### config.mk
export PLATFORM = sky130hd
export DESIGN_NAME = plic_axil_master
export DESIGN_NICKNAME = d
export VERILOG_FILES = /design/src/rtl/plic_axil_master_pkg.sv /design/src/rtl/plic_axil_master.sv
export SDC_FILE = /design/constraint.sdc
export NUM_CORES = 1
export LEC_CHECK = 0
export ABC_CLOCK_PERIOD_IN_PS = 3700
export BUFFER_PORTS_ARGS = -buffer_cell sky130_fd_sc_hd__buf_2
export CAP_MARGIN = 20
export CORE_UTILIZATION = 45
export CTS_CLUSTER_DIAMETER = 30
export DETAILED_ROUTE_END_ITERATION = 8
export MAX_ROUTING_LAYER = met4
export PLACE_DENSITY = 0.8
export SYNTH_ARGS = -nofsm -noshare
export SYNTH_HDL_FRONTEND = slang
export SYNTH_SLANG_ARGS = --single-unit
### constraint.sdc
create_clock -name M_AXI_ACLK -period 3.7 [get_ports M_AXI_ACLK]
set_clock_uncertainty 0.1 [all_clocks]
set_input_delay 0.185 -clock M_AXI_ACLK [delete_from_list [all_inputs] [get_ports M_AXI_ACLK]]
set_output_delay 0.185 -clock M_AXI_ACLK [all_outputs]
set_load 0.02 [all_outputs]
### src/rtl/plic_axil_master_pkg.sv
// Shared types and constants for the PLIC-side AXI4-Lite master bridge.
package plic_axil_master_pkg;

   // Bridge FSM states; one transaction in flight at most.
   typedef enum logic [2:0] {
      S_IDLE    = 3'd0,
      S_WR      = 3'd1,
      S_WR_RESP = 3'd2,
      S_RD_ADDR = 3'd3,
      S_RD_DATA = 3'd4,
      S_RESP    = 3'd5
   } state_e;

   // AXI response codes.
   localparam logic [1:0] RESP_OKAY   = 2'b00;
   localparam logic [1:0] RESP_EXOKAY = 2'b01;
   localparam logic [1:0] RESP_SLVERR = 2'b10;
   localparam logic [1:0] RESP_DECERR = 2'b11;

   // Unprivileged, secure, data access.
   localparam logic [2:0] PROT_DEFAULT = 3'b000;

   // SLVERR and DECERR both report as an error to the core.
   function automatic logic resp_is_err(input logic [1:0] resp);
      return (resp == RESP_SLVERR) || (resp == RESP_DECERR);
   endfunction

endpackage

### src/rtl/plic_axil_master.sv
// AXI4-Lite master bridge: one core load/store at a time becomes one AXI-Lite
// transaction; requests outside the address window are answered locally with
// an error and never reach the bus.
//
// Handshake rules: a VALID output, once raised, is held with stable
// address/data until the matching READY is seen high on a clock edge; the
// transfer happens on that edge. req_valid/req_ready follow the same rule
// (accept = req_valid & req_ready on an edge). rsp_valid is a one-cycle pulse
// the core cannot stall.
module plic_axil_master
   import plic_axil_master_pkg::*;
#(
   parameter int          C_M_AXI_ADDR_WIDTH = 32,
   parameter int          C_M_AXI_DATA_WIDTH = 32,
   parameter logic [31:0] BASE_ADDR          = 32'h0C00_0000,
   parameter logic [31:0] WINDOW_SIZE        = 32'h0400_0000
) (
   input  logic                              M_AXI_ACLK,
   input  logic                              M_AXI_ARESETN,
   // Core request side
   input  logic                              req_valid,
   output logic                              req_ready,
   input  logic                              req_we,
   input  logic [C_M_AXI_ADDR_WIDTH-1:0]     req_addr,
   input  logic [31:0]                       req_wdata,
   input  logic [3:0]                        req_wstrb,
   // Core response side
   output logic                              rsp_valid,
   output logic [31:0]                       rsp_rdata,
   output logic                              rsp_err,
   // AXI write address channel
   output logic [C_M_AXI_ADDR_WIDTH-1:0]     M_AXI_AWADDR,
   output logic [2:0]                        M_AXI_AWPROT,
   output logic                              M_AXI_AWVALID,
   input  logic                              M_AXI_AWREADY,
   // AXI write data channel
   output logic [C_M_AXI_DATA_WIDTH-1:0]     M_AXI_WDATA,
   output logic [C_M_AXI_DATA_WIDTH/8-1:0]   M_AXI_WSTRB,
   output logic                              M_AXI_WVALID,
   input  logic                              M_AXI_WREADY,
   // AXI write response channel
   input  logic [1:0]                        M_AXI_BRESP,
   input  logic                              M_AXI_BVALID,
   output logic                              M_AXI_BREADY,
   // AXI read address channel
   output logic [C_M_AXI_ADDR_WIDTH-1:0]     M_AXI_ARADDR,
   output logic [2:0]                        M_AXI_ARPROT,
   output logic                              M_AXI_ARVALID,
   input  logic                              M_AXI_ARREADY,
   // AXI read data channel
   input  logic [C_M_AXI_DATA_WIDTH-1:0]     M_AXI_RDATA,
   input  logic [1:0]                        M_AXI_RRESP,
   input  logic                              M_AXI_RVALID,
   output logic                              M_AXI_RREADY,
   // Debug view of the FSM
   output state_e                            dbg_state
);

   localparam int AW = C_M_AXI_ADDR_WIDTH;
   localparam int DW = C_M_AXI_DATA_WIDTH;

   state_e                state_q;
   logic                  aw_done_q;
   logic                  w_done_q;
   logic [AW-1:0]         awaddr_q;
   logic [AW-1:0]         araddr_q;
   logic [DW-1:0]         wdata_q;
   logic [DW/8-1:0]       wstrb_q;
   logic                  awvalid_q;
   logic                  wvalid_q;
   logic                  bready_q;
   logic                  arvalid_q;
   logic                  rready_q;
   logic                  rsp_valid_q;
   logic [31:0]           rdata_q;
   logic                  err_q;

   logic [AW-1:0]         addr_aligned;
   logic [AW-1:0]         addr_offset;
   logic                  in_window;
   logic                  aw_hs;
   logic                  w_hs;

   // Word-align the address and test it against the window; the offset
   // subtraction wraps for addresses below the base, so one compare covers both
   // ends of the window.
   always_comb begin
      addr_aligned = {req_addr[AW-1:2], 2'b00};
      addr_offset  = req_addr - BASE_ADDR[AW-1:0];
      in_window    = (addr_offset < WINDOW_SIZE[AW-1:0]);
      aw_hs        = awvalid_q & M_AXI_AWREADY;
      w_hs         = wvalid_q & M_AXI_WREADY;
   end

   // Transaction FSM with all bus and response outputs registered.
   always_ff @(posedge M_AXI_ACLK or negedge M_AXI_ARESETN) begin
      if (!M_AXI_ARESETN) begin
         state_q     <= S_IDLE;
         aw_done_q   <= 1'b0;
         w_done_q    <= 1'b0;
         awaddr_q    <= '0;
         araddr_q    <= '0;
         wdata_q     <= '0;
         wstrb_q     <= '0;
         awvalid_q   <= 1'b0;
         wvalid_q    <= 1'b0;
         bready_q    <= 1'b0;
         arvalid_q   <= 1'b0;
         rready_q    <= 1'b0;
         rsp_valid_q <= 1'b0;
         rdata_q     <= '0;
         err_q       <= 1'b0;
      end else begin
         rsp_valid_q <= 1'b0;
         case (state_q)
            S_IDLE: begin
               if (req_valid) begin
                  rdata_q   <= '0;
                  err_q     <= 1'b0;
                  aw_done_q <= 1'b0;
                  w_done_q  <= 1'b0;
                  if (!in_window) begin
                     err_q       <= 1'b1;
                     rsp_valid_q <= 1'b1;
                     state_q     <= S_RESP;
                  end else if (req_we) begin
                     awaddr_q  <= addr_aligned;
                     wdata_q   <= req_wdata;
                     wstrb_q   <= req_wstrb;
                     awvalid_q <= 1'b1;
                     wvalid_q  <= 1'b1;
                     state_q   <= S_WR;
                  end else begin
                     araddr_q  <= addr_aligned;
                     arvalid_q <= 1'b1;
                     state_q   <= S_RD_ADDR;
                  end
               end
            end
            S_WR: begin
               if (aw_hs) begin
                  awvalid_q <= 1'b0;
                  aw_done_q <= 1'b1;
               end
               if (w_hs) begin
                  wvalid_q <= 1'b0;
                  w_done_q <= 1'b1;
               end
               if ((aw_done_q || aw_hs) && (w_done_q || w_hs)) begin
                  bready_q <= 1'b1;
                  state_q  <= S_WR_RESP;
               end
            end
            S_WR_RESP: begin
               if (M_AXI_BVALID) begin
                  bready_q    <= 1'b0;
                  err_q       <= resp_is_err(M_AXI_BRESP);
                  rsp_valid_q <= 1'b1;
                  state_q     <= S_RESP;
               end
            end
            S_RD_ADDR: begin
               if (M_AXI_ARREADY) begin
                  arvalid_q <= 1'b0;
                  rready_q  <= 1'b1;
                  state_q   <= S_RD_DATA;
               end
            end
            S_RD_DATA: begin
               if (M_AXI_RVALID) begin
                  rready_q    <= 1'b0;
                  err_q       <= resp_is_err(M_AXI_RRESP);
                  rdata_q     <= resp_is_err(M_AXI_RRESP) ? 32'h0 : M_AXI_RDATA[31:0];
                  rsp_valid_q <= 1'b1;
                  state_q     <= S_RESP;
               end
            end
            S_RESP: begin
               state_q <= S_IDLE;
            end
            default: begin
               state_q <= S_IDLE;
            end
         endcase
      end
   end

   // Output mapping; req_ready is the only output decoded from state.
   always_comb begin
      req_ready     = (state_q == S_IDLE);
      rsp_valid     = rsp_valid_q;
      rsp_rdata     = rdata_q;
      rsp_err       = err_q;
      M_AXI_AWADDR  = awaddr_q;
      M_AXI_AWPROT  = PROT_DEFAULT;
      M_AXI_AWVALID = awvalid_q;
      M_AXI_WDATA   = wdata_q;
      M_AXI_WSTRB   = wstrb_q;
      M_AXI_WVALID  = wvalid_q;
      M_AXI_BREADY  = bready_q;
      M_AXI_ARADDR  = araddr_q;
      M_AXI_ARPROT  = PROT_DEFAULT;
      M_AXI_ARVALID = arvalid_q;
      M_AXI_RREADY  = rready_q;
      dbg_state     = state_q;
   end

endmodule

==> results_dict.tcl <==
set metrics [dict create \
    slew_headroom_pct 36.2 \
    ys_warn_count 0 \
    cp_num_buf_inv 1 \
    cts.sinks 140 \
    die_x_um 112 \
    io_pins 262 \
    dp_cells 747 \
    dr.pass1.iters 9 \
    hpwl_um 9130 \
    worst_pin_slew_ps 957 \
    route.detailed.drc 19 \
    rsz0062_at_grt "false" \
    ys.flop_type "dfrtp_1" \
    post_synth_num_cell_types 33 \
    grt_pass1_vias 4814 \
    critPathMaxFanout 38 \
    cp-start-kind "flip-flop" \
    ys_seq_area_share_pct 64.4 \
    netlist.top_cell.by_area "dfrtp_1" \
    timing.critical_path.cells "nor2_1 > nand2_1 > or3_2 > buf_12 > mux2_4" \
    rr_worst_depth 5 \
    fp.dieH_um 112 \
    netlist_area_mm2 0.00544 \
    power-per-cell-area_mw_per_mm2 599 \
    worstPathRequired_ps 3880 \
    cts_tree "done" \
    finalHoldViolCount 0 \
    drt_iter0_markers 251 \
    vias 4492 \
    coreArea_mm2 0.0116 \
    numPortBuffers 247 \
    via_per_inst 5.13 \
    synth.top_cell.area_share_pct 64.4 \
    arrival_ps 2950 \
    whs_ps 95.1 \
    grt_usage_pct 26.0 \
    avgRoutedWirePerCell_um 17.5 \
    final_antenna_net_count 0 \
    crit_cells 5 \
    start_util_pct 46.8 \
    gp_congestion 0.777 \
    hold_class "input port to flip-flop" \
    cts_buffers 17 \
    drive_gt1_share_pct 51.2 \
    antenna_found_initial 0 \
    clk_latency_ps 400 \
    worstHoldPathCells 4 \
    h-tree-depth 4 \
    synthCells 374 \
    fin_nets 833 \
    area_growth_pct 54.4 \
    vdd_drop_max_mv 0.521 \
    status "complete, but fails checks" \
    setup_viol 0 \
    die_area_mm2 0.0125 \
    synth_seq_cells 140 \
    worstSetupEndpointType "flip-flop" \
    ys_async_sr_fraction_pct 100 \
    clkTransAtPathRegs_ps 60 \
    critical-path-max-stage-delay_ps 790 \
    num-fill-cells 731 \
    ctsRootBufferMaster "clkbuf_16" \
    crit_type "flip-flop to flip-flop" \
    routed_wl_um 15300 \
    setup_tns_ps 0 \
    drv_cap 0 \
    report.final.slew_viol_count 0 \
    grt_pass1_wl_um 24400 \
    layoutNonFillerInstCount 875 \
    leakage_nw 4.71 \
    period_minus_slack_ps 2770 \
    violations "DRC" \
    worst_path_max_delay_cell "or3_2" \
    syn_area_per_cell_um2 14.5 \
    rows 39 \
    fin_crit_sh_pct 74.9 \
    path_delay_family "simple AND/OR/NAND/NOR gates" \
    grt-ovfl-total 0 \
    n_antenna_cell 0 \
    synthTopCellsByArea "dfrtp_1, mux2_2, a22o_1, mux2_4, buf_4" \
    grt_max_degree 109 \
    cts_max_path_buffers 2 \
    p_total_mw 5.03 \
    synth-edff-count 0 \
    fmax_mhz 361 \
]
cells in the final DEF (no fill, tap or decap), types with 2 or more instances in the layout:
cell           Yosys  routed
buf_2              8     246
dfrtp_1          140     140
dlygate4sd3_1      0      97
mux2_2            72      72
a22o_1            32      32
clkbuf_16          0      17
nand2_1           13      13
mux2_4            12      12
conb_1             1      10
nor2_1             8       8
a21oi_1            8       8
inv_1              6       6
a31oi_1            6       6
and2_1             5       5
nor2b_1            5       5
o21ai_0            5       5
bufinv_16          0       4
buf_4             10       4
nand2b_1           3       3
nor3b_1            3       3
or2_2              3       3
clkbuf_8           0       3
nor3_1             4       2
o32ai_1            2       2
nor3_2             0       2
o22ai_1            2       2
or3_1              3       2
clkinvlp_4         0       2
clkinv_2           0       2
layer usage:
layer	up-vias	wire length (µm)	track usage [%]
met4	0	357	11.1
li1	2006	-	-
met2	247	8030	44.8
met5	-	0	-
met1	2201	5840	28.6
met3	38	1100	6.59
cell type report:
type                            instances  area, µm²  area share [%]
Tap cell                              143        179            2.13
Sequential cell                       140       3500            41.7
Timing Repair Buffer                  350       2290            27.3
Clock inverter                         10        163            1.94
Multi-Input combinational cell        205       1770            21.1
Clock buffer                           21        470            5.60
Inverter                                6       22.5           0.268
sequential cells by signal, indices dropped and copies added (netlist names):
signal	count
aw_done_q	1
M_AXI_AWADDR	30
w_done_q	1
M_AXI_RREADY	1
M_AXI_WDATA	32
M_AXI_ARVALID	1
rsp_rdata	32
dbg_state	3
M_AXI_WSTRB	4
M_AXI_AWVALID	1
M_AXI_ARADDR	30
M_AXI_BREADY	1
rsp_valid	1
M_AXI_WVALID	1
rsp_err	1
worst reg2reg max path: stages (launching register included):
cell and delay, ps:
dfrtp_1 570, nor2_1 390, nand2_1 130, or3_2 790
buf_12 340, mux2_4 340
worst paths after layout:
| kind | start | end | slack [ps] |
|---|---|---|---|
| max | dbg_state[0]$_DFFE_PN0P_ | M_AXI_AWADDR[23]$_DFFE_PN0P_ | 930 |
| min | M_AXI_BRESP[1] | rsp_err$_DFFE_PN0P_ | 100 |
| max reg2reg | dbg_state[0]$_DFFE_PN0P_ | M_AXI_AWADDR[23]$_DFFE_PN0P_ | 930 |
| min reg2reg | M_AXI_AWADDR[27]$_DFFE_PN0P_ | M_AXI_AWADDR[27]$_DFFE_PN0P_ | 370 |
| max in group asynchronous | M_AXI_ARESETN | M_AXI_WDATA[22]$_DFFE_PN0P_ | 2120 |
| min in group asynchronous | M_AXI_ARESETN | M_AXI_AWADDR[30]$_DFFE_PN0P_ | 390 |
repair_timing:
action,CTS,global route
buffers inserted,0,0
gates resized for setup,0,0
hold buffers,97,0
hold endpoints to repair,227,0
metrics by stage:
stage          cell area (µm²)  utilization (%)  worst slack, ps
5_1_grt                   8400             72.3              806
6_report                  8400             72.3              929
3_5_place_dp              6800             58.5              921
4_1_cts                   8400             72.3              935
3_3_place_gp              6770             58.3             1010
2_1_floorplan             5470                -             1570
logic make-up (layout without fill, tap and decap cells):
logic type,after synthesis,after routing,synth area share [%]
AOI/OAI and AO/OA,61,61,8.49
and+or+nand+nor,50,50,4.92
other,1,10,0.0689
buffers and inverters,38,387,3.91
DFF,140,140,64.4
muxes,84,84,18.2
power by group:
part / switching, mW / internal [mW] / total, mW
sequential: 0.195 / 1.78 / 1.97
combinational: 0.734 / 0.530 / 1.26
clock: 0.615 / 1.18 / 1.79
total: 1.54 / 3.49 / 5.03
cells in the mapped netlist (6+ instances only):
library cell,instances
a21oi_1,8
a22o_1,32
a31oi_1,6
buf_2,8
buf_4,10
clkbuf_1,11
dfrtp_1,140
inv_1,6
mux2_2,72
mux2_4,12
nand2_1,13
nor2_1,8
Power figures use the tool's default switching activity.
